[config.mk]
export PLATFORM = sky130hd
export DESIGN_NAME = uart_rx_shift_ctrl
export DESIGN_NICKNAME = d
export VERILOG_FILES = /design/src/rtl/uart_rx_shift_ctrl.sv
export SDC_FILE = /design/constraint.sdc
export NUM_CORES = 1
export LEC_CHECK = 0
export ABC_CLOCK_PERIOD_IN_PS = 4400
export CORE_UTILIZATION = 60
export DETAILED_ROUTE_END_ITERATION = 10
export PLACE_DENSITY = 0.84
export SYNTH_ARGS = -nofsm -noshare
export SYNTH_HDL_FRONTEND = slang
export SYNTH_SLANG_ARGS = --single-unit
[constraint.sdc]
create_clock -name clk -period 4.4 [get_ports clk]
set_input_delay 0.88 -clock clk [delete_from_list [all_inputs] [get_ports clk]]
set_output_delay 0.88 -clock clk [all_outputs]
set_load 0.05 [all_outputs]
[src/rtl/uart_rx_shift_ctrl.sv]
// UART receive sequencer: synchronises rx, finds the start bit, samples each bit at mid-period
// and drives an external LSB-first right-shift register, then reports frame status.
module uart_rx_shift_ctrl #(
    parameter int BAUD_DIV   = 434,
    parameter int DATA_WIDTH = 8
) (
    input  logic clk,
    input  logic rst,
    input  logic rx,
    input  logic rx_ack,
    output logic sr_enable,
    output logic sr_d,
    output logic rx_valid,
    output logic overrun,
    output logic frame_err,
    output logic busy
);

    localparam int CNT_W = $clog2(BAUD_DIV);
    localparam int IDX_W = $clog2(DATA_WIDTH + 1);
    localparam logic [CNT_W-1:0] HALF_LAST = CNT_W'(BAUD_DIV / 2 - 1);
    localparam logic [CNT_W-1:0] FULL_LAST = CNT_W'(BAUD_DIV - 1);
    localparam logic [IDX_W-1:0] LAST_BIT  = IDX_W'(DATA_WIDTH - 1);

    typedef enum logic [2:0] {
        S_IDLE,
        S_START,
        S_DATA,
        S_STOP,
        S_BREAK
    } state_t;

    state_t           r_state;
    logic [CNT_W-1:0] r_cnt;
    logic [IDX_W-1:0] r_bit_idx;
    logic             r_rx_meta;
    logic             r_rx_s;
    logic             r_sr_enable;
    logic             r_sr_d;
    logic             r_rx_valid;
    logic             r_overrun;
    logic             r_frame_err;
    logic             r_busy;

    logic             w_half_done;
    logic             w_full_done;

    // Both flops reset high so a reset never looks like a start edge.
    always_ff @(posedge clk) begin
        if (rst) begin
            r_rx_meta <= 1'b1;
            r_rx_s    <= 1'b1;
        end else begin
            r_rx_meta <= rx;
            r_rx_s    <= r_rx_meta;
        end
    end

    assign w_half_done = (r_cnt == HALF_LAST);
    assign w_full_done = (r_cnt == FULL_LAST);

    always_ff @(posedge clk) begin
        if (rst) begin
            r_state     <= S_IDLE;
            r_cnt       <= '0;
            r_bit_idx   <= '0;
            r_sr_enable <= 1'b0;
            r_sr_d      <= 1'b0;
            r_rx_valid  <= 1'b0;
            r_overrun   <= 1'b0;
            r_frame_err <= 1'b0;
            r_busy      <= 1'b0;
        end else begin
            r_sr_enable <= 1'b0;
            r_frame_err <= 1'b0;
            if (rx_ack) begin
                r_rx_valid <= 1'b0;
                r_overrun  <= 1'b0;
            end
            case (r_state)
                S_IDLE: begin
                    if (!r_rx_s) begin
                        r_state <= S_START;
                        r_cnt   <= '0;
                        r_busy  <= 1'b1;
                    end
                end
                S_START: begin
                    if (w_half_done) begin
                        r_cnt <= '0;
                        if (!r_rx_s) begin
                            r_state   <= S_DATA;
                            r_bit_idx <= '0;
                        end else begin
                            r_state <= S_IDLE;
                            r_busy  <= 1'b0;
                        end
                    end else begin
                        r_cnt <= r_cnt + CNT_W'(1);
                    end
                end
                S_DATA: begin
                    if (w_full_done) begin
                        r_cnt       <= '0;
                        r_sr_enable <= 1'b1;
                        r_sr_d      <= r_rx_s;
                        r_bit_idx   <= r_bit_idx + IDX_W'(1);
                        if (r_bit_idx == LAST_BIT) begin
                            r_state <= S_STOP;
                        end
                    end else begin
                        r_cnt <= r_cnt + CNT_W'(1);
                    end
                end
                S_STOP: begin
                    if (w_full_done) begin
                        r_cnt <= '0;
                        if (r_rx_s) begin
                            r_state    <= S_IDLE;
                            r_busy     <= 1'b0;
                            r_rx_valid <= 1'b1;
                            // An ack landing on completion consumed the old word, not the new one.
                            r_overrun  <= rx_ack ? 1'b0 : (r_overrun | r_rx_valid);
                        end else begin
                            r_frame_err <= 1'b1;
                            r_state     <= S_BREAK;
                        end
                    end else begin
                        r_cnt <= r_cnt + CNT_W'(1);
                    end
                end
                S_BREAK: begin
                    if (r_rx_s) begin
                        r_state <= S_IDLE;
                        r_busy  <= 1'b0;
                    end
                end
                default: begin
                    r_state <= S_IDLE;
                    r_cnt   <= '0;
                    r_busy  <= 1'b0;
                end
            endcase
        end
    end

    assign sr_enable = r_sr_enable;
    assign sr_d      = r_sr_d;
    assign rx_valid  = r_rx_valid;
    assign overrun   = r_overrun;
    assign frame_err = r_frame_err;
    assign busy      = r_busy;

endmodule

Yosys cells after proc, flatten, opt, wreduce, memory -nomap -nowiden
Index checks and enable logic that the tools add are counted.
{ "op_classes": {"n_addsub": 2, "multipliers": 0, "n_div": 0, "n_lt_le_gt_ge": 0, "n_eq_ne": 14, "shifts": 0, "muxes": 33, "bitwise_logic": 5, "reduce_logical": 10} }
{ "ops": {"columns": ["operator", "n"], "rows": [
  ["$pmux 9 s4", 1],
  ["$mux 9", 3],
  ["$mux 3", 7],
  ["$mux 1", 15],
  ["$pmux 3 s5", 1],
  ["$ne 2x2->1 const B", 7],
  ["$mux 4", 3],
  ["$add 9x1->9 const B", 1],
  ["$eq 9x8->1 const B", 1],
  ["$eq 9x9->1 const B", 1],
  ["$pmux 4 s2", 1],
  ["$reduce_and 4->1", 2],
  ["$eq 3x2->1 const B", 2],
  ["$reduce_and 6->1", 1],
  ["$pmux 1 s5", 1],
  ["$add 4x1->4 const B", 1],
  ["$eq 4x3->1 const B", 1],
  ["$not 1->1", 4],
  ["$reduce_and 2->1", 2],
  ["$reduce_or 2->1", 2],
  ["$eq 3x1->1 const B", 1],
  ["$eq 3x3->1 const B", 1],
  ["$logic_not 3->1", 1],
  ["$reduce_or 3->1", 1],
  ["other kinds (3)", 3]
]} }
{ "totals": {"ff_bits": 24, "latchBits": 0, "ramBits": 0, "mem_bits_ro": 0, "input_bits": 4, "out_inout_bits": 6, "wordCells": 75, "n_memories": 0} }

Depth between registers and ports, before layout
Gate-level depths: netlist of run 1.
{ "depth": {"ltp_word": 5, "mapped_depth": 8, "depth_no_buf": 6} }

Worst setup path after synthesis of run 1
OpenSTA, ideal clock, no wires.
{ "synth_path": {"kind": "input to register", "startpoint": "input rst", "endpoint": "register r_state[2]", "setup_time_ns": 0.072, "arrival_ns": 1.499, "t_required_ns": 4.328, "path_slack_ns": 2.830, "cell_stages": 3, "n_path_buf": 0, "path_cell_list": "nand2b_1 > or4_1 > mux2i_1"} }
{ "synth_rtl": {"columns": ["item", "line_no", "rtl"], "rows": [
  ["start, declared", "8", "input logic rst,"],
  ["end signal, assigned", "64", "r_state <= S_IDLE;"],
  ["end signal, assigned", "83", "r_state <= S_START;"],
  ["end signal, assigned", "92", "r_state <= S_DATA;"],
  ["end, declared", "33", "state_t r_state;"]
]} }

==> results.toml, run 1 <==
[status]
outcome = "completed"

[setup_path]
crit_type = "input pin to register"
reg2reg_to = "r_state[2]"
ff2ff_path_depth = 4
ff2ff_setup_slack_ns = 2.19
cp-end-kind = "register"
critical_path_arrival_ns = 2.64
r2r-start = "r_state[0]"
startpoint_type = "input pin"
path_cells = "clkdlybuf4s50_1, nand2b_1, or4_1, mux2i_1"
required_ns = 4.64
crit_fanout = 25
cp_slowest_cell = "clkdlybuf4s50_1"
max_stage_delay_ns = 0.85

[synth]
ys.flop_type = "dfxtp_1"
synthDistinctLibCells = 41
synth_adder_area_share_pct = 3.93
seq_area_frac_synth_pct = 37.7
ys_ff_latch = 24
synth_xor_area_share_pct = 2.06
synthSimpleGateAreaFrac_pct = 33.2
ys_warn_count = 0
synth_compound_area_share_pct = 16.2
synth.avg_cell_area_um2 = 8.50
synth.area.mux_share_pct = 2.36
synth_top_family_by_area = "simple AND/OR/NAND/NOR gates"
async_reset_ff_share_pct = 0
synth_edf_count = 0
syn-num-nets = 158
syn_area_um2 = 1270
syn_inst = 150

[drt]
wirelength_um = 2550
drc = 0
via_count = 1113
antenna_left = 0
wire_per_inst_um = 14.1
via_per_inst = 6.15
drtIter0Drc = 50
dr.pass1.iters = 6

[die]
die-area_um2 = 2310
core_um2 = 1980
ioPinCount = 10
dieWidth_um = 48.1
initial_utilization_pct = 64.3
dieHeight_um = 48.1
rows = 16

[sta]
fmax_ghz = 0.417
fin_crit_ns = 2.40
rsz0062_at_grt = "false"
period_share_pct = 54.4
report.final.slew_viol_count = 0
hold_viol = 0
slew_headroom_pct = 42.5
worst_hold_slack_ns = 0.441
tightest_slew_ns = 0.860
finalClockSkew_ns = 0.00105
finalSetupViolCount = 0
final.setup.tns_ns = 0

[hold_path]
hp-start = "r_rx_meta"
holdPathStages = 1
hold_path_class = "register to register"
holdPathEnd = "r_rx_s"

[pwr]
power_density_nw_per_um2 = 284
power.leakage_nw = 0.497
ir_worst_vdd_mv = 0.175

[layout]
final_util_pct = 71.0
fin_area_um2 = 1410
fin_nets = 163
largest_reg_flops = 9
final_cell_mix = "dfxtp_1, a21oi_1, nand2_1"
synthToLayoutAreaGrowth_pct = 10.4
top_regs = "r_cnt x9, r_bit_idx x4, r_state x3"
antenna_cells = 0
largest_register = "r_cnt"
instances_no_fill = 181
drive_gt1_share_pct = 9.09
final_common_cell = "dfxtp_1"

[clock_network]
cts.path.max_buffers = 2
cts_made_buffers = 3
cts_setup_buffers = 0
cts_sinks = 24
clk_pin_slew_ns = 0.13
cts-root-buf = "clkbuf_4"
cts_resized = 0
htreeDepth = 1
postCtsHoldBufs = 0
worst_skew_pair.late_latency_ns = 0.31
cts_tree = "yes"

[global_routing]
grt_pass1_vias = 932
grt_antenna_before_repair = 0
grt_first_pass_wirelength_um = 4050
groute.usage.overall_pct = 24.4
grt-ovfl-total = 0
grt_start_max_net_pins = 26

[place]
port_buffers = 9
placed_area_um2 = 1360
dp.cells = 177
dp.final_hpwl_um = 1710
place_congestion = 0.764

[job]
cap_violations = 0
==> how the worst max path moves through the flow <==
stage          start          to
6_report         rst  r_state[2]
3_3_place_gp     rst  r_state[2]
2_1_floorplan    rst  r_state[2]
5_1_grt          rst  r_state[2]
4_1_cts          rst  r_state[2]
3_5_place_dp     rst  r_state[2]
==> cell families after synthesis <==
logic type / count (synthesis)
DFF: 24
xor gates and xnor gates: 3
adders and majority gates: 4
buffers and inverters: 13
AOI/OAI and AO/OA: 34
muxes: 3
and+or+nand+nor: 69
==> worst max-delay path: cells and delay by family <==
family	cells	cell delay [ns]
buf+inv	1	0.85
simple gates	2	0.76
mux	1	0.14
==> per-stage QoR <==
step                      power (W)  setup WS (ns)
final                      0.000399           2.00
after global routing       0.000413           1.93
after CTS                  0.000402           2.01
after detailed placement   0.000247           1.68
after global placement     0.000247           1.77
after floorplan            0.000241           2.83
==> metal layers <==
layer  GRT usage [%]  vias to the layer above  share of wire, %
li1                -                      557                 -
met2            38.9                       36                46
met1            36.0                      516                48
met4            5.00                        0              0.71
met5               0                        -                 0
met3            2.22                        4               5.6
==> report_power, final <==
part	switching, W	internal [W]	leakage [nW]
Clock	0.0000645	0.0000920	0.0279
Combinational	0.0000121	0.00000872	0.275
Sequential	0.00000261	0.000219	0.194
Total	0.0000792	0.000320	0.497
==> cell usage after synthesis, drive strengths merged (4+ instances only) <==
cell type	n	area, µm²
nand3	5	25.0
dfxtp	24	480
o22ai	8	50.1
nor2	7	26.3
nor3	10	60.1
a21oi	16	83.8
nand4	4	25.0
nand2	12	45.0
buf	6	32.5
ha	4	50.1
inv	4	15.0
nor2b	5	31.3
==> area by class of cell <==
class,count,area (µm²)
Multi-Input combinational cell,113,736
Clock inverter,1,30.0
Inverter,4,15.0
Fill cell,155,574
Sequential cell,24,480
Clock buffer,3,22.5
Tap cell,27,33.8
Timing Repair Buffer,9,90.1
Note: power is estimated with default switching activity, not from simulation.
==> inputs of run 2 (changes only) <==
==> config.mk (replaced) <==
export PLATFORM = sky130hd
export DESIGN_NAME = uart_rx_shift_ctrl
export DESIGN_NICKNAME = d
export VERILOG_FILES = /design/src/rtl/uart_rx_shift_ctrl.sv
export SDC_FILE = /design/constraint.sdc
export NUM_CORES = 1
export LEC_CHECK = 0
export ABC_CLOCK_PERIOD_IN_PS = 2250
export CORE_UTILIZATION = 56
export DETAILED_ROUTE_END_ITERATION = 10
export PLACE_DENSITY = 0.79
export SYNTH_ARGS = -nofsm -noshare
export SYNTH_HDL_FRONTEND = slang
export SYNTH_SLANG_ARGS = --single-unit
==> constraint.sdc (replaced) <==
create_clock -name clk -period 2.25 [get_ports clk]
set_input_delay 0.45 -clock clk [delete_from_list [all_inputs] [get_ports clk]]
set_output_delay 0.45 -clock clk [all_outputs]
set_load 0.05 [all_outputs]
==> run 2 against run 1 <==
  * Combinational power increased by 100%
  * Worst hold slack worse by 0.014 ns
  * Clock-buffer cell count unchanged
  * Largest cell class unchanged
  * Highest routed layer is now met3
  * Largest power group unchanged
  * Setup slack worse by 1.7 ns
==> results.toml, run 2 (synthesis results as in run 1) <==
[status]
outcome = "completed"

[die]
dieHeight_um = 49.7
initial_utilization_pct = 62.4
die-area_um2 = 2470
core_um2 = 2040
rows = 16
dieWidth_um = 49.7
ioPinCount = 10

[sta]
fmax_ghz = 0.511
fin_crit_ns = 1.96
period_share_pct = 87.1
report.final.slew_viol_count = 0
tightest_slew_ns = 0.554
finalClockSkew_ns = 0.00509
worst_hold_slack_ns = 0.427
slew_headroom_pct = 62.9
final.setup.tns_ns = 0
hold_viol = 0
rsz0062_at_grt = "false"
finalSetupViolCount = 0

[pwr]
p_comb_share_pct = 6.3
p_clk_share_pct = 27.3
power.leakage_nw = 0.493
ir_worst_vdd_mv = 0.343
power.switching_w = 0.000144
internal_power_w = 0.000510
sw_frac_of_total_pct = 22.1
power_density_nw_per_um2 = 470
seqPwrFrac_pct = 66.3

[global_routing]
groute.usage.overall_pct = 22.6
use_met3_pct = 6.79
grt_pass1_vias = 998
grt-ovfl-total = 0
grt_first_pass_wirelength_um = 4310
use_met2_pct = 37.4
grt_antenna_before_repair = 0
grt_start_max_net_pins = 25
met1_usage_pct = 29.1
busiest_layer = "met2"

[setup_path]
ff2ff_setup_slack_ns = 0.40
ff2ff_path_depth = 6
startpoint_type = "register"
cp_slowest_cell = "clkdlybuf4s50_1"
critical-path-top-delay-family = "buffers and inverters"
reg2reg_to = "r_state[1]"
required_ns = 1.80
path_cells = "clkdlybuf4s50_1"
crit_type = "register to primary output"
critical_path_arrival_ns = 1.51
cp_num_buf_inv = 1
cp-end-kind = "primary output"
max_stage_delay_ns = 0.81
crit_fanout = 3
r2r-start = "r_cnt[1]"

[drt]
dr.pass1.iters = 4
drc = 0
drtIter0Drc = 26
antenna_left = 0
wire_per_inst_um = 14.1
via_per_inst = 5.98
wirelength_um = 2570
via_count = 1089

[clock_network]
cts_made_buffers = 3
cts-root-buf = "clkbuf_4"
cts_sinks = 24
cts_tree = "yes"
htreeDepth = 1
clk_pin_slew_ns = 0.12
postCtsHoldBufs = 0
cts_setup_buffers = 0
cts_resized = 0
cts.path.max_buffers = 2
worst_skew_pair.late_latency_ns = 0.31

[layout]
synthToLayoutAreaGrowth_pct = 9.23
num-fill-cells = 186
final_cell_mix = "dfxtp_1, a21oi_1, nand2_1"
largest_register = "r_cnt"
instances_no_fill = 182
drive_gt1_share_pct = 9.68
top_regs = "r_cnt x9, r_bit_idx x4, r_state x3"
final_common_cell = "dfxtp_1"
antenna_cells = 0
largest_reg_flops = 9
fin_nets = 165

[place]
dp.final_hpwl_um = 1830
port_buffers = 9
dp.cells = 179
place_congestion = 0.781

[hold_path]
holdPathStages = 1
holdPathEnd = "r_rx_s"
hold_path_class = "register to register"
hp-start = "r_rx_meta"

[job]
cap_violations = 0
## run 2: metrics by stage
step,total power [W],setup WS (ns),instance area [µm²],util (%)
floorplan,0.000471,0.681,1270,-
global placement,0.000485,0.541,1370,67.1
detailed placement,0.000485,0.427,1370,67.1
CTS,0.000665,0.275,1390,68.2
global route,0.000684,0.209,1390,68.2
finish,0.000654,0.291,1390,68.2
## run 2: worst max-delay path by stage
| stage | start | to | cells past startpoint |
|---|---|---|---|
| floorplan | r_cnt[1] | busy | 7 |
| global placement | r_cnt[1] | r_state[1] | 6 |
| detailed placement | r_cnt[1] | r_state[1] | 6 |
| CTS | busy | busy | 1 |
| global route | busy | busy | 1 |
| finish | busy | busy | 1 |
## run 2: power by group through the flow
stage	logic [W]	clock network, W	registers [W]
6_report	0.0000415	0.000179	0.000434
5_1_grt	0.0000453	0.000204	0.000435
4_1_cts	0.0000421	0.000189	0.000434
3_5_place_dp	0.0000419	0	0.000444
3_3_place_gp	0.0000411	0	0.000443
2_1_floorplan	0.0000270	0	0.000444
## run 2: layout make-up
cell class / count / area (µm²) / area share, %
Sequential cell: 24 / 480 / 34.5
Tap cell: 27 / 33.8 / 2.43
Timing Repair Buffer: 11 / 105 / 7.55
Inverter: 4 / 15.0 / 1.08
Clock buffer: 3 / 22.5 / 1.62
Multi-Input combinational cell: 113 / 736 / 52.8
## run 2: per-layer routing
layer / part of all wire [%] / vias up / wire length, µm
met2: 48 / 22 / 1230
met3: 4.4 / 0 / 112
met1: 48 / 510 / 1220
li1: - / 557 / -
met4: 0 / 0 / 0
met5: 0 / - / 0
